`src/rtl/jtag_config_bridge_pkg.sv`:
```
// Shared definitions for the JTAG configuration bridge: TAP states,
// instruction codes, data-register widths and the TAP next-state rule.
package jtag_config_bridge_pkg;

    typedef enum logic [3:0] {
        TAP_TLR,
        TAP_RTI,
        TAP_SEL_DR,
        TAP_CAP_DR,
        TAP_SHIFT_DR,
        TAP_EXIT1_DR,
        TAP_PAUSE_DR,
        TAP_EXIT2_DR,
        TAP_UPD_DR,
        TAP_SEL_IR,
        TAP_CAP_IR,
        TAP_SHIFT_IR,
        TAP_EXIT1_IR,
        TAP_PAUSE_IR,
        TAP_EXIT2_IR,
        TAP_UPD_IR
    } tap_state_e;

    typedef enum logic [1:0] {
        DR_BYPASS,
        DR_IDCODE,
        DR_CONFIG
    } dr_sel_e;

    localparam logic [3:0] INSTR_IDCODE = 4'b0001;
    localparam logic [3:0] INSTR_CONFIG = 4'b0010;
    localparam logic [3:0] INSTR_BYPASS = 4'b1111;
    localparam logic [3:0] IR_CAPTURE   = 4'b0101;

    localparam int CONFIG_DR_W = 64;
    localparam int IDCODE_DR_W = 32;

    function automatic tap_state_e tap_next(input tap_state_e s, input logic tms);
        case (s)
            TAP_TLR:      return tms ? TAP_TLR      : TAP_RTI;
            TAP_RTI:      return tms ? TAP_SEL_DR   : TAP_RTI;
            TAP_SEL_DR:   return tms ? TAP_SEL_IR   : TAP_CAP_DR;
            TAP_CAP_DR:   return tms ? TAP_EXIT1_DR : TAP_SHIFT_DR;
            TAP_SHIFT_DR: return tms ? TAP_EXIT1_DR : TAP_SHIFT_DR;
            TAP_EXIT1_DR: return tms ? TAP_UPD_DR   : TAP_PAUSE_DR;
            TAP_PAUSE_DR: return tms ? TAP_EXIT2_DR : TAP_PAUSE_DR;
            TAP_EXIT2_DR: return tms ? TAP_UPD_DR   : TAP_SHIFT_DR;
            TAP_UPD_DR:   return tms ? TAP_SEL_DR   : TAP_RTI;
            TAP_SEL_IR:   return tms ? TAP_TLR      : TAP_CAP_IR;
            TAP_CAP_IR:   return tms ? TAP_EXIT1_IR : TAP_SHIFT_IR;
            TAP_SHIFT_IR: return tms ? TAP_EXIT1_IR : TAP_SHIFT_IR;
            TAP_EXIT1_IR: return tms ? TAP_UPD_IR   : TAP_PAUSE_IR;
            TAP_PAUSE_IR: return tms ? TAP_EXIT2_IR : TAP_PAUSE_IR;
            TAP_EXIT2_IR: return tms ? TAP_UPD_IR   : TAP_SHIFT_IR;
            TAP_UPD_IR:   return tms ? TAP_SEL_DR   : TAP_RTI;
            default:      return TAP_TLR;
        endcase
    endfunction

endpackage

```
`src/rtl/jtag_config_bridge_tap_fsm.sv`:
```
// IEEE 1149.1 TAP controller, stepped once per oversampled tck rising edge.
module jtag_tap_fsm
    import jtag_config_bridge_pkg::*;
(
    input  logic       clk_in,
    input  logic       reset_in,
    input  logic       tck_rise,
    input  logic       tms,
    input  logic       trst,
    output logic [3:0] state
);

    tap_state_e state_q;

    always_ff @(posedge clk_in or negedge reset_in) begin
        if (!reset_in) begin
            state_q <= TAP_TLR;
        end else if (trst) begin
            state_q <= TAP_TLR;
        end else if (tck_rise) begin
            state_q <= tap_next(state_q, tms);
        end
    end

    assign state = state_q;

endmodule

```
`src/rtl/jtag_config_bridge.sv`:
```
// JTAG-to-config bridge: oversamples the JTAG pins on clk_in and exposes a
// 64-bit CONFIG data register as an addr/data pair with a one-cycle strobe.
module jtag_config_bridge
    import jtag_config_bridge_pkg::*;
#(
    parameter logic [31:0] IDCODE_VALUE = 32'h1000_0001,
    parameter int          IR_WIDTH     = 4
) (
    input  logic        clk_in,
    input  logic        reset_in,
    input  logic        trst_n,
    input  logic        tck,
    input  logic        tms,
    input  logic        tdi,
    output logic        tdo,
    output logic [31:0] config_addr_out,
    output logic [31:0] config_data_out,
    output logic        config_valid_out
);

    localparam logic [IR_WIDTH-1:0] IR_IDCODE = IR_WIDTH'(INSTR_IDCODE);
    localparam logic [IR_WIDTH-1:0] IR_CONFIG = IR_WIDTH'(INSTR_CONFIG);
    localparam logic [IR_WIDTH-1:0] IR_BYPASS = IR_WIDTH'(INSTR_BYPASS);
    localparam logic [IR_WIDTH-1:0] IR_CAP    = IR_WIDTH'(IR_CAPTURE);

    // Pin order in the synchroniser: {trst_n, tck, tms, tdi}
    logic [3:0] sync1_q, sync2_q;
    logic       tck_prev_q;
    logic       trst_s, tck_s, tms_s, tdi_s;
    logic       tck_rise, tck_fall;

    logic [1:0]             arm_q, arm_d;
    logic                   rise_q, rise_d;
    logic [IR_WIDTH-1:0]    ir_q, ir_d;
    logic [IR_WIDTH-1:0]    ir_sh_q, ir_sh_d;
    logic [CONFIG_DR_W-1:0] dr_q, dr_d;
    logic                   tdo_q, tdo_d;
    logic [31:0]            addr_q, addr_d;
    logic [31:0]            data_q, data_d;
    logic                   valid_q, valid_d;

    logic [3:0] state_raw;
    tap_state_e state;
    dr_sel_e    dr_sel;

    always_ff @(posedge clk_in or negedge reset_in) begin
        if (!reset_in) begin
            sync1_q    <= '0;
            sync2_q    <= '0;
            tck_prev_q <= 1'b0;
        end else begin
            sync1_q    <= {trst_n, tck, tms, tdi};
            sync2_q    <= sync1_q;
            tck_prev_q <= sync2_q[2];
        end
    end

    assign trst_s = ~sync2_q[3];
    assign tck_s  = sync2_q[2];
    assign tms_s  = sync2_q[1];
    assign tdi_s  = sync2_q[0];

    // Edges are ignored until the synchroniser has refilled after reset.
    assign tck_rise = (arm_q == 2'd3) &  tck_s & ~tck_prev_q;
    assign tck_fall = (arm_q == 2'd3) & ~tck_s &  tck_prev_q;

    jtag_tap_fsm u_tap (
        .clk_in   (clk_in),
        .reset_in (reset_in),
        .tck_rise (tck_rise),
        .tms      (tms_s),
        .trst     (trst_s),
        .state    (state_raw)
    );

    assign state  = tap_state_e'(state_raw);
    assign dr_sel = (ir_q == IR_IDCODE) ? DR_IDCODE :
                    (ir_q == IR_CONFIG) ? DR_CONFIG :
                    (ir_q == IR_BYPASS) ? DR_BYPASS : DR_BYPASS;

    always_comb begin
        arm_d   = (arm_q == 2'd3) ? arm_q : arm_q + 2'd1;
        rise_d  = tck_rise & ~trst_s;
        ir_d    = ir_q;
        ir_sh_d = ir_sh_q;
        dr_d    = dr_q;
        tdo_d   = tdo_q;
        addr_d  = addr_q;
        data_d  = data_q;
        valid_d = 1'b0;

        if (state == TAP_TLR) begin
            ir_d = IR_IDCODE;
        end

        // Capture/shift act on the state the TAP is leaving at this edge.
        if (tck_rise && !trst_s) begin
            case (state)
                TAP_CAP_IR:   ir_sh_d = IR_CAP;
                TAP_SHIFT_IR: ir_sh_d = {tdi_s, ir_sh_q[IR_WIDTH-1:1]};
                TAP_CAP_DR: begin
                    case (dr_sel)
                        DR_IDCODE: dr_d = {32'd0, IDCODE_VALUE};
                        DR_CONFIG: dr_d = {addr_q, data_q};
                        default:   dr_d = '0;
                    endcase
                end
                TAP_SHIFT_DR: begin
                    dr_d = dr_q >> 1;
                    case (dr_sel)
                        DR_IDCODE: dr_d[IDCODE_DR_W-1] = tdi_s;
                        DR_CONFIG: dr_d[CONFIG_DR_W-1] = tdi_s;
                        default:   dr_d[0]             = tdi_s;
                    endcase
                end
                default: ;
            endcase
        end

        // rise_q marks the cycle in which the TAP has just entered its new state.
        if (rise_q && !trst_s) begin
            if (state == TAP_UPD_IR) begin
                ir_d = ir_sh_q;
            end
            if (state == TAP_UPD_DR && dr_sel == DR_CONFIG) begin
                addr_d  = dr_q[63:32];
                data_d  = dr_q[31:0];
                valid_d = 1'b1;
            end
        end

        if (state == TAP_SHIFT_DR) begin
            if (tck_fall) tdo_d = dr_q[0];
        end else if (state == TAP_SHIFT_IR) begin
            if (tck_fall) tdo_d = ir_sh_q[0];
        end else begin
            tdo_d = 1'b0;
        end
    end

    always_ff @(posedge clk_in or negedge reset_in) begin
        if (!reset_in) begin
            arm_q   <= '0;
            rise_q  <= 1'b0;
            ir_q    <= IR_IDCODE;
            ir_sh_q <= '0;
            dr_q    <= '0;
            tdo_q   <= 1'b0;
            addr_q  <= '0;
            data_q  <= '0;
            valid_q <= 1'b0;
        end else begin
            arm_q   <= arm_d;
            rise_q  <= rise_d;
            ir_q    <= ir_d;
            ir_sh_q <= ir_sh_d;
            dr_q    <= dr_d;
            tdo_q   <= tdo_d;
            addr_q  <= addr_d;
            data_q  <= data_d;
            valid_q <= valid_d;
        end
    end

    assign tdo              = tdo_q;
    assign config_addr_out  = addr_q;
    assign config_data_out  = data_q;
    assign config_valid_out = valid_q;

endmodule
```
`config.mk`:
```
export PLATFORM = sky130hd
export DESIGN_NAME = jtag_config_bridge
export DESIGN_NICKNAME = d
export VERILOG_FILES = /design/src/rtl/jtag_config_bridge_pkg.sv /design/src/rtl/jtag_config_bridge_tap_fsm.sv /design/src/rtl/jtag_config_bridge.sv
export SDC_FILE = /design/constraint.sdc
export NUM_CORES = 1
export LEC_CHECK = 0
export CORE_UTILIZATION = 40
export CTS_BUF_LIST = sky130_fd_sc_hd__clkbuf_16
export DETAILED_ROUTE_END_ITERATION = 16
export GPL_TIMING_DRIVEN = 1
export SLEW_MARGIN = 10
export SYNTH_ARGS = -nofsm -noshare
export SYNTH_HDL_FRONTEND = slang
export SYNTH_SLANG_ARGS = --single-unit
```
`constraint.sdc`:
```
create_clock -name clk_in -period 2.1 [get_ports clk_in]
set_input_delay 0.42 -clock clk_in [delete_from_list [all_inputs] [get_ports clk_in]]
set_output_delay 0.42 -clock clk_in [all_outputs]
set_load 0.05 [all_outputs]
```
==> flow_summary.toml <==
[status]
run_status = "completed"

[power_and_ir_drop]
combPwrFrac = 0.024
ir_worst_vdd_v = 0.000574
power.switching_w = 0.00129
power_density_nw_per_um2 = 710
seqPwrFrac = 0.504
internal_power_w = 0.00476
netSwitchingFraction = 0.213
clock_power_share = 0.471
p_leak_nw = 4.02

[synthesis]
syn_nets = 552
yosysTopAreaCellShare = 0.561
yosysTopAreaCell = "dfrtp_1"
synth.yosys.seq_area_share = 0.565
synthCells = 545
synth.avg_cell_area_um2 = 12.5
synth-edff-count = 0
async_reset_ff_frac = 1.00
netlist_area_um2 = 6830
ys_warn_count = 0
ys_types = 50
ys_top_cells_by_area = "dfrtp_1, a22oi_2, mux2_2, a21oi_1, nor2_1"
synthFlopType = "dfrtp_1"
yosysMostFrequentCell = "dfrtp_1"
synthTopCellsByCount = "dfrtp_1, nor2_1, a21oi_1"
ys_seq_elements = 154

[die]
die_w_um = 133
die_area_um2 = 17600
fp.dieH_um = 133
io_pins = 72
core_area_um2 = 16600
core.rowCount = 47
initial_core_util = 0.410

[timing]
rsz0062_at_grt = "false"
setup_viol = 0
fin_tns_setup_ps = 0
fin_worst_skew_ps = 8.65
slew_headroom = 0.629
max_freq_mhz = 485
setup_ws_ps = 39.3
worst_pin_slew_ps = 556
finalCritPeriodShare = 0.981
hold_viol_final = 0
fin_crit_ps = 2060
slew_viol_final = 0
finalHoldWorstSlack_ps = 347

[finish]
area_growth_pct = 24.7
multi_input_area_um2 = 2690
fill_cells = 1416
diodes = 0
seqCellArea_um2 = 3850
finish.utilization = 0.511
layout-drive-gt1-share = 0.268
final_nets = 630

[setup_path]
critPathBufInv = 1
cp.required_ps = 1680
end_kind = "output pin"
crit_fanout = 3
slowest_stage = "clkdlybuf4s50_1"
cp.arrival_ps = 1640
critPathKind = "reg -> out"
max_stage_delay_ps = 820
startpoint_type = "register"
path_cells = "clkdlybuf4s50_1"
critical_path.top_delay_family = "buffers and inverters"

[cts]
clockBufferDepth = 2
htreeDepth = 4
cts_tree = "done"
cts_buffers = 17
cts_num_sinks = 154
clockRootBuffer = "clkbuf_16"
clock_latency_ps = 420
path_clk_slew_ps = 50

[detailed_routing]
vias = 4467
routedWlPerCell_um = 16.4
firstDrtPassIters = 4
ant_nets = 0
via_per_inst = 5.23
routed_wl_um = 14000
drc = 0
first_iter_violations = 227

[grt]
grt_max_degree = 57
grt_overflow_total = 0
grt_pass1_wl_um = 24000
grtUsageMet2 = 0.264
met1_usage = 0.241
track_usage = 0.173
grt_busiest_layer = "met2"
grt_use_met3 = 0.0337
antenna_found_initial = 0
grt_pass1_vias = 4566

[placed_design]
dpl_worst_slack_ps = 180
place.gp.congestion = 0.821
portBuffers = 71
post-dp-hpwl_um = 9000

[hold_path]
holdCritPathClass = "reg -> reg"

[flow_run]
drv_cap = 0
==> layout by cell type (no fill, tap or decap), types with 12 or more instances in the layout <==
| master | instances |
|---|---|
| mux2_2 | 45 |
| dfrtp_1 | 153 |
| nor2_1 | 74 |
| mux2_1 | 23 |
| clkdlybuf4s50_1 | 47 |
| a22oi_2 | 60 |
| dlymetal6s2s_1 | 16 |
| buf_4 | 19 |
| a21oi_1 | 68 |
| buf_12 | 12 |
| clkbuf_16 | 17 |
==> power by group through the flow <==
| stage | Combinational [W] | Clock (W) | Sequential, W |
|---|---|---|---|
| after floorplan | 0.0000564 | 0 | 0.00309 |
| after global routing | 0.000173 | 0.00303 | 0.00305 |
| final | 0.000148 | 0.00285 | 0.00305 |
| after CTS | 0.000154 | 0.00292 | 0.00305 |
| after detailed placement | 0.000152 | 0 | 0.00310 |
| after global placement | 0.000146 | 0 | 0.00310 |
==> through the flow <==
stage	area, um2	power, W	cells
after global placement	7930	0.00324	823
final	8510	0.00605	854
after CTS	8470	0.00612	854
after detailed placement	7930	0.00325	823
after global routing	8510	0.00626	854
after floorplan	6830	0.00314	545
==> final cells by class <==
class                   instances  share of cell area
multi-input cells             341               0.316
repair buffers                102               0.132
clock buffers                  17              0.0500
flip-flops and latches        154               0.453
clock inverters                13              0.0132
inverters                       7             0.00309
well taps                     220              0.0323
==> metal layers <==
layer,share of wire,vias to the layer above
met5,0,-
met4,0.017,0
met3,0.025,21
met2,0.46,67
met1,0.49,2248
li1,-,2131
==> cells by family (layout without fill, tap and decap cells) <==
kind of cell,count (synthesis),count (layout),share of synthesized area
adders and majority gates,1,1,0.00183
and+or+nand+nor,109,109,0.0775
buffers and inverters,50,139,0.0454
DFF,154,154,0.565
muxes,68,68,0.112
xor gates and xnor gates,2,2,0.00257
AOI/OAI and AO/OA,161,161,0.196
==> worst paths after layout <==
kind                                         start                  end  slack, ps  depth (start not counted)
worst min register to register          sync1_q[1]           sync2_q[1]        350                          0
min in group asynchronous                 reset_in             dr_q[38]        540                          2
worst max register to register      u_tap.state[0]  config_data_out[24]        150                          6
max in group asynchronous                 reset_in              ir_q[0]        890                          3
worst max-delay path            config_addr_out[1]   config_addr_out[1]         40                          1
worst min-delay path                    sync1_q[1]           sync2_q[1]        350                          0
==> state kept, by name, indices dropped and copies added, names as in the netlist, 2 cells and up <==
register and flops:
config_addr_out 32, dr_q 64, u_tap.state 4, ir_q 4, sync1_q 4, arm_q 2
sync2_q 4, config_data_out 32, ir_sh_q 4
==> repair_timing <==
action | in CTS | in global routing
hold buffers | 1 | 0
resized for setup | 6 | 16
buffers inserted | 0 | 0
endpoints found under the setup margin | 6 | 16
endpoints found under the hold margin | 52 | 0
gates cloned | 0 | 0
No activity file was read; power rests on OpenSTA's default activity.
